==> src/rtl/axi4_slave_mem_pkg.sv <==
// Shared AXI4 constants and FSM state types for the axi4_slave_mem block.
//   BURST_*   : AxBURST encodings
//   RESP_*    : xRESP encodings
//   wr_state_t: write channel FSM states
//   rd_state_t: read channel FSM states
package axi4_pkg;

  localparam logic [1:0] BURST_FIXED = 2'b00;
  localparam logic [1:0] BURST_INCR  = 2'b01;
  localparam logic [1:0] BURST_WRAP  = 2'b10;

  localparam logic [1:0] RESP_OKAY   = 2'b00;
  localparam logic [1:0] RESP_SLVERR = 2'b10;
  localparam logic [1:0] RESP_DECERR = 2'b11;

  // Only transfers of 4 bytes (AxSIZE=2) match the 32-bit data path.
  localparam logic [2:0] SIZE_WORD   = 3'd2;

  typedef enum logic [1:0] {
    W_IDLE,
    W_DATA,
    W_RESP
  } wr_state_t;

  typedef enum logic [1:0] {
    R_IDLE,
    R_WAIT,
    R_DATA
  } rd_state_t;

endpackage

==> src/rtl/axi4_slave_mem_if.sv <==
// AXI4 slave bus bundle (single-bit IDs, 32-bit address and data).
// LOCK/CACHE/PROT/QOS/REGION/USER and WID are deliberately absent.
//   modport slave : memory side (drives READY/B/R outputs)
//   modport master: initiator side
interface axi4_slave_mem_if;
  import axi4_pkg::*;

  // Write address channel
  logic        S_AXI_AWID;
  logic [31:0] S_AXI_AWADDR;
  logic [7:0]  S_AXI_AWLEN;
  logic [2:0]  S_AXI_AWSIZE;
  logic [1:0]  S_AXI_AWBURST;
  logic        S_AXI_AWVALID;
  logic        S_AXI_AWREADY;
  // Write data channel
  logic [31:0] S_AXI_WDATA;
  logic [3:0]  S_AXI_WSTRB;
  logic        S_AXI_WLAST;
  logic        S_AXI_WVALID;
  logic        S_AXI_WREADY;
  // Write response channel
  logic        S_AXI_BID;
  logic [1:0]  S_AXI_BRESP;
  logic        S_AXI_BVALID;
  logic        S_AXI_BREADY;
  // Read address channel
  logic        S_AXI_ARID;
  logic [31:0] S_AXI_ARADDR;
  logic [7:0]  S_AXI_ARLEN;
  logic [2:0]  S_AXI_ARSIZE;
  logic [1:0]  S_AXI_ARBURST;
  logic        S_AXI_ARVALID;
  logic        S_AXI_ARREADY;
  // Read data channel
  logic        S_AXI_RID;
  logic [31:0] S_AXI_RDATA;
  logic [1:0]  S_AXI_RRESP;
  logic        S_AXI_RLAST;
  logic        S_AXI_RVALID;
  logic        S_AXI_RREADY;

  modport slave (
    input  S_AXI_AWID, S_AXI_AWADDR, S_AXI_AWLEN, S_AXI_AWSIZE, S_AXI_AWBURST, S_AXI_AWVALID,
    output S_AXI_AWREADY,
    input  S_AXI_WDATA, S_AXI_WSTRB, S_AXI_WLAST, S_AXI_WVALID,
    output S_AXI_WREADY,
    output S_AXI_BID, S_AXI_BRESP, S_AXI_BVALID,
    input  S_AXI_BREADY,
    input  S_AXI_ARID, S_AXI_ARADDR, S_AXI_ARLEN, S_AXI_ARSIZE, S_AXI_ARBURST, S_AXI_ARVALID,
    output S_AXI_ARREADY,
    output S_AXI_RID, S_AXI_RDATA, S_AXI_RRESP, S_AXI_RLAST, S_AXI_RVALID,
    input  S_AXI_RREADY
  );

  modport master (
    output S_AXI_AWID, S_AXI_AWADDR, S_AXI_AWLEN, S_AXI_AWSIZE, S_AXI_AWBURST, S_AXI_AWVALID,
    input  S_AXI_AWREADY,
    output S_AXI_WDATA, S_AXI_WSTRB, S_AXI_WLAST, S_AXI_WVALID,
    input  S_AXI_WREADY,
    input  S_AXI_BID, S_AXI_BRESP, S_AXI_BVALID,
    output S_AXI_BREADY,
    output S_AXI_ARID, S_AXI_ARADDR, S_AXI_ARLEN, S_AXI_ARSIZE, S_AXI_ARBURST, S_AXI_ARVALID,
    input  S_AXI_ARREADY,
    input  S_AXI_RID, S_AXI_RDATA, S_AXI_RRESP, S_AXI_RLAST, S_AXI_RVALID,
    output S_AXI_RREADY
  );

endinterface

==> src/rtl/axi4_slave_mem_addr_step.sv <==
// Burst address helper, one instance per channel (purely combinational).
//   i_addr/i_size/i_burst : incoming Ax payload, classified at acceptance
//   o_resp                : OKAY, SLVERR (bad size / WRAP / reserved) or DECERR (out of range)
//   o_start_idx           : word index of the first beat
//   i_idx/i_cur_burst     : current beat index and latched burst type
//   o_next_idx            : index of the following beat (wraps modulo DEPTH)
module axi4_addr_step
  import axi4_pkg::*;
#(
  parameter  int unsigned DEPTH = 16,
  localparam int unsigned IW    = $clog2(DEPTH)
) (
  input  logic [31:0]   i_addr,
  input  logic [2:0]    i_size,
  input  logic [1:0]    i_burst,
  output logic [1:0]    o_resp,
  output logic [IW-1:0] o_start_idx,
  input  logic [IW-1:0] i_idx,
  input  logic [1:0]    i_cur_burst,
  output logic [IW-1:0] o_next_idx
);

  always_comb begin
    o_resp = RESP_OKAY;
    // Decode error takes priority when several faults coincide.
    if (i_addr >= 32'(4 * DEPTH)) begin
      o_resp = RESP_DECERR;
    end else if ((i_size != SIZE_WORD) || i_burst[1]) begin
      o_resp = RESP_SLVERR;
    end
  end

  assign o_start_idx = i_addr[IW+1:2];
  // Natural IW-bit overflow provides the modulo-DEPTH wrap for INCR.
  assign o_next_idx  = (i_cur_burst == BURST_INCR) ? IW'(i_idx + 1'b1) : i_idx;

endmodule

==> src/rtl/axi4_slave_mem.sv <==
// AXI4 slave backed by a DEPTH x 32-bit flop array, with independent
// write (AW/W/B) and read (AR/R) FSMs running concurrently.
//   ACLK  : clock, rising edge
//   rst   : asynchronous active-low reset; clears handshakes and memory
//   s_axi : AXI4 slave modport (see axi4_slave_mem_if)
// Parameters: DEPTH (power of two, 4..256), RD_LAT (0..15 idle cycles
// between AR acceptance and the first R beat).
module axi4_slave_mem
  import axi4_pkg::*;
#(
  parameter int unsigned DEPTH  = 16,
  parameter int unsigned RD_LAT = 0
) (
  input  logic             ACLK,
  input  logic             rst,
  axi4_slave_mem_if.slave  s_axi
);

  localparam int unsigned IW = $clog2(DEPTH);

  logic [31:0] r_mem [DEPTH];

  // Write channel state
  wr_state_t   r_wstate;
  logic        r_awready;
  logic        r_wready;
  logic        r_bvalid;
  logic        r_bid;
  logic [1:0]  r_bresp;
  logic [1:0]  r_werr;
  logic [IW-1:0] r_widx;
  logic [1:0]  r_wburst;
  logic [7:0]  r_wlen;
  logic [7:0]  r_wcnt;

  // Read channel state
  rd_state_t   r_rstate;
  logic        r_arready;
  logic        r_rvalid;
  logic        r_rlast;
  logic        r_rid;
  logic [1:0]  r_rresp;
  logic [31:0] r_rdata;
  logic [1:0]  r_rerr;
  logic [IW-1:0] r_ridx;
  logic [1:0]  r_rburst;
  logic [7:0]  r_rlen;
  logic [7:0]  r_rcnt;
  logic [3:0]  r_lat_cnt;

  logic [1:0]    w_aw_resp;
  logic [IW-1:0] w_aw_idx;
  logic [IW-1:0] w_w_next_idx;
  logic [1:0]    w_ar_resp;
  logic [IW-1:0] w_ar_idx;
  logic [IW-1:0] w_r_next_idx;

  logic       w_aw_hs;
  logic       w_w_hs;
  logic       w_w_last;
  logic [1:0] w_w_err;
  logic       w_mem_we;
  logic       w_ar_hs;

  axi4_addr_step #(.DEPTH(DEPTH)) u_wr_step (
    .i_addr      (s_axi.S_AXI_AWADDR),
    .i_size      (s_axi.S_AXI_AWSIZE),
    .i_burst     (s_axi.S_AXI_AWBURST),
    .o_resp      (w_aw_resp),
    .o_start_idx (w_aw_idx),
    .i_idx       (r_widx),
    .i_cur_burst (r_wburst),
    .o_next_idx  (w_w_next_idx)
  );

  axi4_addr_step #(.DEPTH(DEPTH)) u_rd_step (
    .i_addr      (s_axi.S_AXI_ARADDR),
    .i_size      (s_axi.S_AXI_ARSIZE),
    .i_burst     (s_axi.S_AXI_ARBURST),
    .o_resp      (w_ar_resp),
    .o_start_idx (w_ar_idx),
    .i_idx       (r_ridx),
    .i_cur_burst (r_rburst),
    .o_next_idx  (w_r_next_idx)
  );

  assign w_aw_hs  = s_axi.S_AXI_AWVALID & r_awready;
  assign w_w_hs   = s_axi.S_AXI_WVALID & r_wready;
  assign w_w_last = (r_wcnt == r_wlen);
  // A WLAST that disagrees with the beat count only overrides a clean burst.
  assign w_w_err  = ((r_werr == RESP_OKAY) && (s_axi.S_AXI_WLAST != w_w_last)) ? RESP_SLVERR : r_werr;
  assign w_mem_we = w_w_hs & (r_werr == RESP_OKAY);
  assign w_ar_hs  = s_axi.S_AXI_ARVALID & r_arready;

  // ---------------- write FSM ----------------
  always_ff @(posedge ACLK or negedge rst) begin
    if (!rst) begin
      r_wstate  <= W_IDLE;
      r_awready <= 1'b0;
      r_wready  <= 1'b0;
      r_bvalid  <= 1'b0;
      r_bid     <= 1'b0;
      r_bresp   <= RESP_OKAY;
      r_werr    <= RESP_OKAY;
      r_widx    <= '0;
      r_wburst  <= BURST_FIXED;
      r_wlen    <= '0;
      r_wcnt    <= '0;
    end else begin
      case (r_wstate)
        W_IDLE: begin
          if (w_aw_hs) begin
            r_awready <= 1'b0;
            r_wready  <= 1'b1;
            r_bid     <= s_axi.S_AXI_AWID;
            r_werr    <= w_aw_resp;
            r_widx    <= w_aw_idx;
            r_wburst  <= s_axi.S_AXI_AWBURST;
            r_wlen    <= s_axi.S_AXI_AWLEN;
            r_wcnt    <= '0;
            r_wstate  <= W_DATA;
          end else begin
            r_awready <= 1'b1;
          end
        end
        W_DATA: begin
          if (w_w_hs) begin
            r_widx <= w_w_next_idx;
            r_wcnt <= r_wcnt + 8'd1;
            r_werr <= w_w_err;
            if (w_w_last) begin
              r_wready <= 1'b0;
              r_bvalid <= 1'b1;
              r_bresp  <= w_w_err;
              r_wstate <= W_RESP;
            end
          end
        end
        W_RESP: begin
          if (s_axi.S_AXI_BREADY) begin
            r_bvalid  <= 1'b0;
            r_awready <= 1'b1;
            r_wstate  <= W_IDLE;
          end
        end
        default: r_wstate <= W_IDLE;
      endcase
    end
  end

  // ---------------- memory array ----------------
  always_ff @(posedge ACLK or negedge rst) begin
    if (!rst) begin
      for (int unsigned i = 0; i < DEPTH; i++) begin
        r_mem[IW'(i)] <= '0;
      end
    end else if (w_mem_we) begin
      for (int unsigned b = 0; b < 4; b++) begin
        if (s_axi.S_AXI_WSTRB[b]) begin
          r_mem[r_widx][8*b +: 8] <= s_axi.S_AXI_WDATA[8*b +: 8];
        end
      end
    end
  end

  // ---------------- read FSM ----------------
  // Each beat's data is registered at the edge that loads it, so a write to
  // the same word on that edge is not yet visible (read returns old data).
  always_ff @(posedge ACLK or negedge rst) begin
    if (!rst) begin
      r_rstate  <= R_IDLE;
      r_arready <= 1'b0;
      r_rvalid  <= 1'b0;
      r_rlast   <= 1'b0;
      r_rid     <= 1'b0;
      r_rresp   <= RESP_OKAY;
      r_rdata   <= '0;
      r_rerr    <= RESP_OKAY;
      r_ridx    <= '0;
      r_rburst  <= BURST_FIXED;
      r_rlen    <= '0;
      r_rcnt    <= '0;
      r_lat_cnt <= '0;
    end else begin
      case (r_rstate)
        R_IDLE: begin
          if (w_ar_hs) begin
            r_arready <= 1'b0;
            r_rid     <= s_axi.S_AXI_ARID;
            r_rerr    <= w_ar_resp;
            r_ridx    <= w_ar_idx;
            r_rburst  <= s_axi.S_AXI_ARBURST;
            r_rlen    <= s_axi.S_AXI_ARLEN;
            r_rcnt    <= '0;
            if (RD_LAT == 0) begin
              r_rvalid <= 1'b1;
              r_rdata  <= (w_ar_resp == RESP_OKAY) ? r_mem[w_ar_idx] : '0;
              r_rresp  <= w_ar_resp;
              r_rlast  <= (s_axi.S_AXI_ARLEN == 8'd0);
              r_rstate <= R_DATA;
            end else begin
              r_lat_cnt <= 4'(RD_LAT - 1);
              r_rstate  <= R_WAIT;
            end
          end else begin
            r_arready <= 1'b1;
          end
        end
        R_WAIT: begin
          if (r_lat_cnt == 4'd0) begin
            r_rvalid <= 1'b1;
            r_rdata  <= (r_rerr == RESP_OKAY) ? r_mem[r_ridx] : '0;
            r_rresp  <= r_rerr;
            r_rlast  <= (r_rlen == 8'd0);
            r_rstate <= R_DATA;
          end else begin
            r_lat_cnt <= r_lat_cnt - 4'd1;
          end
        end
        R_DATA: begin
          if (s_axi.S_AXI_RREADY) begin
            if (r_rlast) begin
              r_rvalid  <= 1'b0;
              r_rlast   <= 1'b0;
              r_arready <= 1'b1;
              r_rstate  <= R_IDLE;
            end else begin
              r_ridx  <= w_r_next_idx;
              r_rcnt  <= r_rcnt + 8'd1;
              r_rdata <= (r_rerr == RESP_OKAY) ? r_mem[w_r_next_idx] : '0;
              r_rlast <= (8'(r_rcnt + 8'd1) == r_rlen);
            end
          end
        end
        default: r_rstate <= R_IDLE;
      endcase
    end
  end

  assign s_axi.S_AXI_AWREADY = r_awready;
  assign s_axi.S_AXI_WREADY  = r_wready;
  assign s_axi.S_AXI_BVALID  = r_bvalid;
  assign s_axi.S_AXI_BID     = r_bid;
  assign s_axi.S_AXI_BRESP   = r_bresp;
  assign s_axi.S_AXI_ARREADY = r_arready;
  assign s_axi.S_AXI_RVALID  = r_rvalid;
  assign s_axi.S_AXI_RLAST   = r_rlast;
  assign s_axi.S_AXI_RID     = r_rid;
  assign s_axi.S_AXI_RRESP   = r_rresp;
  assign s_axi.S_AXI_RDATA   = r_rdata;

endmodule
==> src/flat_wrapper.sv <==
// flat-port wrapper written by rule: the top's interface ports become plain ports
module axi4_slave_mem_flat import axi4_pkg::*;
#(
  parameter int unsigned DEPTH  = 16,
  parameter int unsigned RD_LAT = 0
)
  (ACLK, rst, s_axi_S_AXI_AWID, s_axi_S_AXI_AWADDR, s_axi_S_AXI_AWLEN, s_axi_S_AXI_AWSIZE, s_axi_S_AXI_AWBURST, s_axi_S_AXI_AWVALID, s_axi_S_AXI_AWREADY, s_axi_S_AXI_WDATA, s_axi_S_AXI_WSTRB, s_axi_S_AXI_WLAST, s_axi_S_AXI_WVALID, s_axi_S_AXI_WREADY, s_axi_S_AXI_BID, s_axi_S_AXI_BRESP, s_axi_S_AXI_BVALID, s_axi_S_AXI_BREADY, s_axi_S_AXI_ARID, s_axi_S_AXI_ARADDR, s_axi_S_AXI_ARLEN, s_axi_S_AXI_ARSIZE, s_axi_S_AXI_ARBURST, s_axi_S_AXI_ARVALID, s_axi_S_AXI_ARREADY, s_axi_S_AXI_RID, s_axi_S_AXI_RDATA, s_axi_S_AXI_RRESP, s_axi_S_AXI_RLAST, s_axi_S_AXI_RVALID, s_axi_S_AXI_RREADY);
  axi4_slave_mem_if s_axi_i ();
  input  logic ACLK;
  input  logic rst;
  input wire logic [$bits(s_axi_i.S_AXI_AWID)-1:0] s_axi_S_AXI_AWID;
  input wire logic [$bits(s_axi_i.S_AXI_AWADDR)-1:0] s_axi_S_AXI_AWADDR;
  input wire logic [$bits(s_axi_i.S_AXI_AWLEN)-1:0] s_axi_S_AXI_AWLEN;
  input wire logic [$bits(s_axi_i.S_AXI_AWSIZE)-1:0] s_axi_S_AXI_AWSIZE;
  input wire logic [$bits(s_axi_i.S_AXI_AWBURST)-1:0] s_axi_S_AXI_AWBURST;
  input wire logic [$bits(s_axi_i.S_AXI_AWVALID)-1:0] s_axi_S_AXI_AWVALID;
  output wire logic [$bits(s_axi_i.S_AXI_AWREADY)-1:0] s_axi_S_AXI_AWREADY;
  input wire logic [$bits(s_axi_i.S_AXI_WDATA)-1:0] s_axi_S_AXI_WDATA;
  input wire logic [$bits(s_axi_i.S_AXI_WSTRB)-1:0] s_axi_S_AXI_WSTRB;
  input wire logic [$bits(s_axi_i.S_AXI_WLAST)-1:0] s_axi_S_AXI_WLAST;
  input wire logic [$bits(s_axi_i.S_AXI_WVALID)-1:0] s_axi_S_AXI_WVALID;
  output wire logic [$bits(s_axi_i.S_AXI_WREADY)-1:0] s_axi_S_AXI_WREADY;
  output wire logic [$bits(s_axi_i.S_AXI_BID)-1:0] s_axi_S_AXI_BID;
  output wire logic [$bits(s_axi_i.S_AXI_BRESP)-1:0] s_axi_S_AXI_BRESP;
  output wire logic [$bits(s_axi_i.S_AXI_BVALID)-1:0] s_axi_S_AXI_BVALID;
  input wire logic [$bits(s_axi_i.S_AXI_BREADY)-1:0] s_axi_S_AXI_BREADY;
  input wire logic [$bits(s_axi_i.S_AXI_ARID)-1:0] s_axi_S_AXI_ARID;
  input wire logic [$bits(s_axi_i.S_AXI_ARADDR)-1:0] s_axi_S_AXI_ARADDR;
  input wire logic [$bits(s_axi_i.S_AXI_ARLEN)-1:0] s_axi_S_AXI_ARLEN;
  input wire logic [$bits(s_axi_i.S_AXI_ARSIZE)-1:0] s_axi_S_AXI_ARSIZE;
  input wire logic [$bits(s_axi_i.S_AXI_ARBURST)-1:0] s_axi_S_AXI_ARBURST;
  input wire logic [$bits(s_axi_i.S_AXI_ARVALID)-1:0] s_axi_S_AXI_ARVALID;
  output wire logic [$bits(s_axi_i.S_AXI_ARREADY)-1:0] s_axi_S_AXI_ARREADY;
  output wire logic [$bits(s_axi_i.S_AXI_RID)-1:0] s_axi_S_AXI_RID;
  output wire logic [$bits(s_axi_i.S_AXI_RDATA)-1:0] s_axi_S_AXI_RDATA;
  output wire logic [$bits(s_axi_i.S_AXI_RRESP)-1:0] s_axi_S_AXI_RRESP;
  output wire logic [$bits(s_axi_i.S_AXI_RLAST)-1:0] s_axi_S_AXI_RLAST;
  output wire logic [$bits(s_axi_i.S_AXI_RVALID)-1:0] s_axi_S_AXI_RVALID;
  input wire logic [$bits(s_axi_i.S_AXI_RREADY)-1:0] s_axi_S_AXI_RREADY;
  assign s_axi_i.S_AXI_AWID = s_axi_S_AXI_AWID;
  assign s_axi_i.S_AXI_AWADDR = s_axi_S_AXI_AWADDR;
  assign s_axi_i.S_AXI_AWLEN = s_axi_S_AXI_AWLEN;
  assign s_axi_i.S_AXI_AWSIZE = s_axi_S_AXI_AWSIZE;
  assign s_axi_i.S_AXI_AWBURST = s_axi_S_AXI_AWBURST;
  assign s_axi_i.S_AXI_AWVALID = s_axi_S_AXI_AWVALID;
  assign s_axi_S_AXI_AWREADY = s_axi_i.S_AXI_AWREADY;
  assign s_axi_i.S_AXI_WDATA = s_axi_S_AXI_WDATA;
  assign s_axi_i.S_AXI_WSTRB = s_axi_S_AXI_WSTRB;
  assign s_axi_i.S_AXI_WLAST = s_axi_S_AXI_WLAST;
  assign s_axi_i.S_AXI_WVALID = s_axi_S_AXI_WVALID;
  assign s_axi_S_AXI_WREADY = s_axi_i.S_AXI_WREADY;
  assign s_axi_S_AXI_BID = s_axi_i.S_AXI_BID;
  assign s_axi_S_AXI_BRESP = s_axi_i.S_AXI_BRESP;
  assign s_axi_S_AXI_BVALID = s_axi_i.S_AXI_BVALID;
  assign s_axi_i.S_AXI_BREADY = s_axi_S_AXI_BREADY;
  assign s_axi_i.S_AXI_ARID = s_axi_S_AXI_ARID;
  assign s_axi_i.S_AXI_ARADDR = s_axi_S_AXI_ARADDR;
  assign s_axi_i.S_AXI_ARLEN = s_axi_S_AXI_ARLEN;
  assign s_axi_i.S_AXI_ARSIZE = s_axi_S_AXI_ARSIZE;
  assign s_axi_i.S_AXI_ARBURST = s_axi_S_AXI_ARBURST;
  assign s_axi_i.S_AXI_ARVALID = s_axi_S_AXI_ARVALID;
  assign s_axi_S_AXI_ARREADY = s_axi_i.S_AXI_ARREADY;
  assign s_axi_S_AXI_RID = s_axi_i.S_AXI_RID;
  assign s_axi_S_AXI_RDATA = s_axi_i.S_AXI_RDATA;
  assign s_axi_S_AXI_RRESP = s_axi_i.S_AXI_RRESP;
  assign s_axi_S_AXI_RLAST = s_axi_i.S_AXI_RLAST;
  assign s_axi_S_AXI_RVALID = s_axi_i.S_AXI_RVALID;
  assign s_axi_i.S_AXI_RREADY = s_axi_S_AXI_RREADY;
  axi4_slave_mem #(.DEPTH(DEPTH), .RD_LAT(RD_LAT)) u_core (.ACLK(ACLK), .rst(rst), .s_axi(s_axi_i));
endmodule
==> config.mk <==
export PLATFORM = sky130hd
export DESIGN_NAME = axi4_slave_mem_flat
export DESIGN_NICKNAME = d
export VERILOG_FILES = /design/src/rtl/axi4_slave_mem_pkg.sv /design/src/rtl/axi4_slave_mem_if.sv /design/src/rtl/axi4_slave_mem_addr_step.sv /design/src/rtl/axi4_slave_mem.sv /design/src/flat_wrapper.sv
export SDC_FILE = /design/constraint.sdc
export NUM_CORES = 1
export LEC_CHECK = 0
export ABC_AREA = 1
export ABC_CLOCK_PERIOD_IN_PS = 3520
export BUFFER_PORTS_ARGS = -buffer_cell sky130_fd_sc_hd__buf_4
export CAP_MARGIN = 20
export CORE_AREA = 2 2 245 247
export CTS_BUF_LIST = sky130_fd_sc_hd__clkbuf_8
export DETAILED_ROUTE_END_ITERATION = 8
export DIE_AREA = 0 0 247 249
export PLACE_DENSITY_LB_ADDON = 0.25
export SLEW_MARGIN = 25
export SYNTH_ARGS = -nofsm -noshare
export SYNTH_HDL_FRONTEND = slang
export SYNTH_SLANG_ARGS = --single-unit
==> constraint.sdc <==
create_clock -name ACLK -period 3.52 [get_ports ACLK]
set_input_delay 1.056 -clock ACLK [delete_from_list [all_inputs] [get_ports ACLK]]
set_output_delay 1.056 -clock ACLK [all_outputs]
set_load 0.1 [all_outputs]
* After elaboration in Yosys (flattened, before gate mapping) *
Cells that the tools add are included.

storage, ports and cells
  bits in registers = 612
  bits of input ports = 136
  output and inout port bits = 44
  word-level logic and storage cells = 215

operators by class
  add/subtract/negate cells = 5
  order comparisons = 7
  equality and inequality tests = 21
  mux-type cells = 98
  bitwise operators = 9
  reduce and logical (&&, ||, !) cells = 35

operators by type and width
  kind                                                  count
  2-to-1 mux 512 bit                                    7
  bitwise mux 512 bit                                   4
  demux 32 bit (select 4 bit)                           4
  2-to-1 mux 32 bit                                     14
  binary-select mux 32 bit (select 4 bit)               3
  one-hot mux 32 bit (3 select lines)                   1
  >= comparator 32 x 7 -> 1 bit, second input constant  2
  2-to-1 mux 8 bit                                      6
  2-to-1 mux 2 bit                                      17
  one-hot mux 8 bit (2 select lines)                    2
  2-to-1 mux 4 bit                                      7
  AND reduction 4 bit                                   7
  2-to-1 mux 24 bit                                     1
  >= comparator 5 bit, second input constant            4
  inverter 4 -> 5 bit                                   4
  2-to-1 mux 1 bit                                      19
  adder 8 x 1 -> 8 bit, second input constant           2
  == test 8 bit                                         2
  zero test 8 bit                                       2
  2-to-1 mux 16 bit                                     1
  one-hot mux 4 bit (2 select lines)                    2
  != test 2 x 1 -> 1 bit, second input constant         6
  one-hot mux 2 bit (3 select lines)                    2
  AND reduction 3 bit                                   4
  21 further kinds                                      52

* Longest topological paths before layout *
  word-level depth = 16
  depth in mapped cells = 12
  depth with buffers taken out = 11

* Hierarchy *
From an unflattened synthesis, not the netlist that was laid out.

unflattened totals
  cells, all modules = 4,910
  area total of the unflattened synthesis = 34,659.5 sq um

modules (own cells, without submodules)
  module          times used  cells an instance  area an instance (sq um)  sequential area each (sq um)
  axi4_slave_mem  1           4,828              34,226.6                  15,114.5
  axi4_addr_step  2           41                 216.5                     0.0

* Worst setup path before layout *
No wires, ideal clock.

  kind = input -> register
  start = input s_axi_S_AXI_WVALID
  end = register u_core.r_mem[22] in the netlist's numbering
  library setup time = 0.133 ns
  arrival time = 2.216 ns
  required time = 3.387 ns
  setup slack = 1.171 ns
  stages = 9
  buffers on the path = 2
  cells stage by stage = nand2_1 > inv_1 > nand2_1 > nor2_1 > buf_2 > nand2_1 > clkbuf_1 > nand2_1 > o21ai_0

on the way
  word-level cells in the longest chain between the ends = 2

ends and longest elaborated chain
  item                            RTL line               source
  start: declaration              flat_wrapper.sv:21     input wire logic [$bits(s_axi_i.S_AXI_WVALID)-1:0] s_axi_S_AXI_WVALID;
  bitwise AND 1 bit               axi4_slave_mem.sv:88   assign w_w_hs = s_axi.S_AXI_WVALID & r_wready;
  bitwise AND 1 bit               axi4_slave_mem.sv:92   assign w_mem_we = w_w_hs & (r_werr == RESP_OKAY);
  end signal: indexed assignment  axi4_slave_mem.sv:160  r_mem[r_widx][8*b +: 8] <= s_axi.S_AXI_WDATA[8*b +: 8];
  end: declaration                axi4_slave_mem.sv:21   logic [31:0] r_mem [DEPTH];

Every way passes these cells.
A chain may end at the register's enable or synchronous reset.

* Final worst setup path *
  start = register u_core.r_rburst[0]
  end = register u_core.r_rdata[14] (netlist: u_core.s_axi.S_AXI_RDATA[14])

on the way
  word-level cells in the longest chain between the ends = 10

ends and longest elaborated chain
  item                                                  RTL line                        source
  start: declaration                                    axi4_slave_mem.sv:46            logic [1:0] r_rburst;
  start signal: assignment                              axi4_slave_mem.sv:192           r_rburst <= s_axi.S_AXI_ARBURST;
  == test 2 x 1 -> 1 bit                                axi4_slave_mem_addr_step.sv:35  assign o_next_idx = (i_cur_burst == BURST_INCR) ? IW'(i_idx + 1'b1) : i_idx;
  2-to-1 mux 4 bit                                      axi4_slave_mem_addr_step.sv:35
  inverter 4 -> 5 bit (not written as such)             axi4_slave_mem.sv:230           r_rdata <= (r_rerr == RESP_OKAY) ? r_mem[w_r_next_idx] : '0;
  binary-select mux 32 bit (select 4 bit)               axi4_slave_mem.sv:230
  2-to-1 mux 32 bit (not written as such) (2 in a row)  axi4_slave_mem.sv:230
  2-to-1 mux 32 bit                                     axi4_slave_mem.sv:230
  2-to-1 mux 32 bit                                     axi4_slave_mem.sv:222           if (r_rlast) begin
  2-to-1 mux 32 bit                                     axi4_slave_mem.sv:221           if (s_axi.S_AXI_RREADY) begin
  one-hot mux 32 bit (3 select lines)                   axi4_slave_mem.sv:185           case (r_rstate)
  end signal: assignment                                axi4_slave_mem.sv:197           r_rdata <= (w_ar_resp == RESP_OKAY) ? r_mem[w_ar_idx] : '0;
  end signal: assignment                                axi4_slave_mem.sv:212           r_rdata <= (r_rerr == RESP_OKAY) ? r_mem[r_ridx] : '0;
  end signal: assignment                                axi4_slave_mem.sv:230
  end: declaration                                      axi4_slave_mem.sv:43            logic [31:0] r_rdata;

Every way passes these cells. The select of a mux whose other input is x is not followed.

==> impl_metrics.yaml <==
route:
  drtAntennaViolNets: 0
  first_pass_iters: 6
  routed_wirelength_um: 110000
  drt_iter0_drc: 4414
  post_drt_wl_per_cell_um: 20.19
  vias_per_cell: 6.128
  drcViolationCount: 0
  num_vias: 33410
timing:
  maxSlewViolCount: 0
  rsz0062_at_grt: "false"
  clock_skew_ns: 0.02759
  fin_setup_tns_ns: 0
  fin_crit_ns: 3.071
  relSlewSlack_pct: 28.59
  final-setup-viol-count: 0
  min_period_over_period_pct: 87.25
  tightest_slew_ns: 1.071
  final_hold_viol_count: 0
  max_freq_mhz: 325.6
yosys:
  yosysUniqueCellTypes: 32
  synth_edf_count: 0
  synth_top_area_share_pct: 46.12
  synth_warnings: 0
  yosysTopAreaCell: "dfrtp_1"
  synth_top_flop_cell: "dfrtp_1"
  synthCells: 4602
  synth_common_cells: "1508 x nand2_1, 1194 x nand3_1, 604 x dfrtp_1"
  synth_most_common_cell: "nand2_1"
  synth_area_sq_um: 32770
  mappedNetlistNets: 4745
  ys_seq_area_share_pct: 46.12
  ys_async_sr_fraction_pct: 100.0
  synthTopCellsByArea: "dfrtp_1 46%, nand3_1 18%, nand2_1 17%, o21ai_0 8.2%, clkbuf_1 2.5%"
  syn_avg_cell_area_sq_um: 7.121
  ys_ff_latch: 604
floorplanning:
  rows: 89
  die_x_um: 247
  start_util_pct: 55.84
  core_area_sq_um: 58690
  dieArea_sq_um: 61500
  io_pins: 180
  die_h_um: 249
place:
  place.gp.congestion: 0.8460
  placed_area_sq_um: 34630
  dp_hpwl_um: 61000
  numPortBuffers: 175
cts:
  h-tree-depth: 3
  clock-root-buffer: "clkbuf_8"
  cts_tree: "done"
  clk_pin_slew_worst_paths_ns: 0.07
  cts_setup_buffers: 0
  clockBufferDepth: 3
  cts_buffers: 104
  clock_latency_ns: 0.72
  postCtsHoldBufs: 0
  numClockSinks: 604
  cts-resized-gates: 0
final_layout:
  nNetsFinal: 4747
  layout-drive-gt1-share_pct: 8.788
  stdcell_area_sq_um: 36640
  area_delta_synth_final_pct: 11.81
pwr:
  p_seq_share_pct: 34.7
  ir_worst_vdd_mv: 0.9967
  p_comb_share_pct: 46.4
  power_switching_uw: 15740
  p_per_area_nw_per_um2: 903.1
  p_int_uw: 17350
  power_leakage_uw: 0.01650
  swShare_pct: 47.56
  pwr-share-clk_pct: 18.9
grt:
  grt_pass1_vias: 31250
  grt_usage_pct: 35.62
  grt_pass1_wl_um: 172400
  overflow: 0
  grt_max_degree: 194
  antenna_found_initial: 1
min_path:
  hold_class: "in -> async"
worst_setup_path:
  required_ns: 4.13
  cp-start-kind: "flop"
  crit_arrival_ns: 3.68
  worstPathMaxFanout: 34
  critPathCaptureType: "flop"
  crit_type: "reg -> reg"
  r2r_cells: 11
outcome:
  status: "finished, final reports clean"
job:
  drv_cap: 0
[worst max-delay path, cell delays in order, from the launching register on]
cell and delay [ns]:
dfrtp_1 0.44, nand2_1 0.20, nand2_8 0.21, nand2_4 0.21, clkinv_1 0.77, buf_4 0.53, nand2_1 0.08, nand3_1 0.07
nand3_1 0.07, nand3_1 0.15, nand3_1 0.13, a21oi_1 0.09
[per-stage QoR]
stage	total power [uW]	setup WS, ns	cells	util, %	hold slack, ns
after floorplan	21850	1.171	4602	-	0.4444
after global placement	26060	0.1815	5271	59.02	0.4593
after detailed placement	26420	0.04064	5271	59.02	0.4667
after CTS	32690	0.5186	5450	62.42	0.2524
after global routing	35100	0.3215	5451	62.44	0.2684
final	33090	0.4488	5451	62.44	0.2668
[layout by cell type, fill, tap and decap left out, drive strengths merged]
cell	count
a41oi	1
diode	1
xnor3	1
nand2	1509
o21a	1
clkinv	12
nor3	10
ha	7
buf	247
o21ai	535
a31oi	2
nand3	1195
xnor2	2
o211ai	3
xor2	3
bufinv	1
dfrtp	604
nor2	117
a21oi	72
clkbuf	129
clkinvlp	3
or2	4
nor4	8
inv	189
nand3b	4
o22ai	6
a22oi	2
nand4	10
[per-layer routing]
layer,vias up,part of all wire (%),track usage (%)
met2,2176,44,53.27
met5,-,0,0
li1,15350,-,-
met4,0,4.7,17.31
met3,414,13,8.953
met1,15470,39,48.30
[registers in the layout (all words and copies together) (netlist names), 2 cells and up]
name / count
u_core.r_rburst: 2
u_core.r_rlen: 8
u_core.s_axi.S_AXI_RDATA: 32
u_core.r_mem: 512
u_core.r_rcnt: 8
u_core.r_wburst: 2
u_core.s_axi.S_AXI_BRESP: 2
u_core.r_wstate: 2
u_core.r_werr: 2
u_core.r_wlen: 8
u_core.r_wcnt: 8
u_core.r_ridx: 4
u_core.r_widx: 4
[power by group through the flow]
stage / sequential, uW / clock (uW) / combinational (uW)
floorplan: 12800 / 0 / 9060
global placement: 11400 / 0 / 14600
detailed placement: 11500 / 0 / 14900
CTS: 11400 / 6300 / 15000
global route: 11800 / 6630 / 16700
finish: 11500 / 6270 / 15300
[final timing paths]
check,start,endpoint,slack (ns)
setup / recovery,u_core.r_rburst[0],u_core.s_axi.S_AXI_RDATA[14],0.45
max in group asynchronous,rst,u_core.r_mem[25],2.40
hold / removal,rst,u_core.r_mem[323],0.27
min in group ACLK,u_core.r_wburst[1],u_core.r_wburst[1],0.48
hold reg to reg,u_core.r_wburst[1],u_core.r_wburst[1],0.48
setup reg to reg,u_core.r_rburst[0],u_core.s_axi.S_AXI_RDATA[14],0.45
[layout make-up]
| cell class | instances | area, sq um |
|---|---|---|
| antenna | 1 | 2.502 |
| clock buffer | 128 | 1762 |
| clock inverter | 51 | 239.0 |
| fill | 5367 | 22040 |
| inverter | 154 | 593.1 |
| multi-input combinational | 3492 | 15720 |
| sequential | 604 | 15110 |
| tap | 773 | 967.2 |
| timing repair buffer | 248 | 2242 |
[logic make-up (layout without fill, tap and decap cells)]
logic type | count (synthesis) | in the layout | share of synthesized area, %
AO/OA/AOI/OAI | 622 | 622 | 9.587
other | 0 | 1 | 0
adder cells (fa/ha/maj) | 7 | 7 | 0.2673
AND/OR/NAND/NOR | 2857 | 2857 | 37.61
XOR/XNOR | 6 | 6 | 0.2253
buffers and inverters | 506 | 581 | 6.185
flip-flops | 604 | 604 | 46.12
No activity file was read; power rests on OpenSTA's default activity.
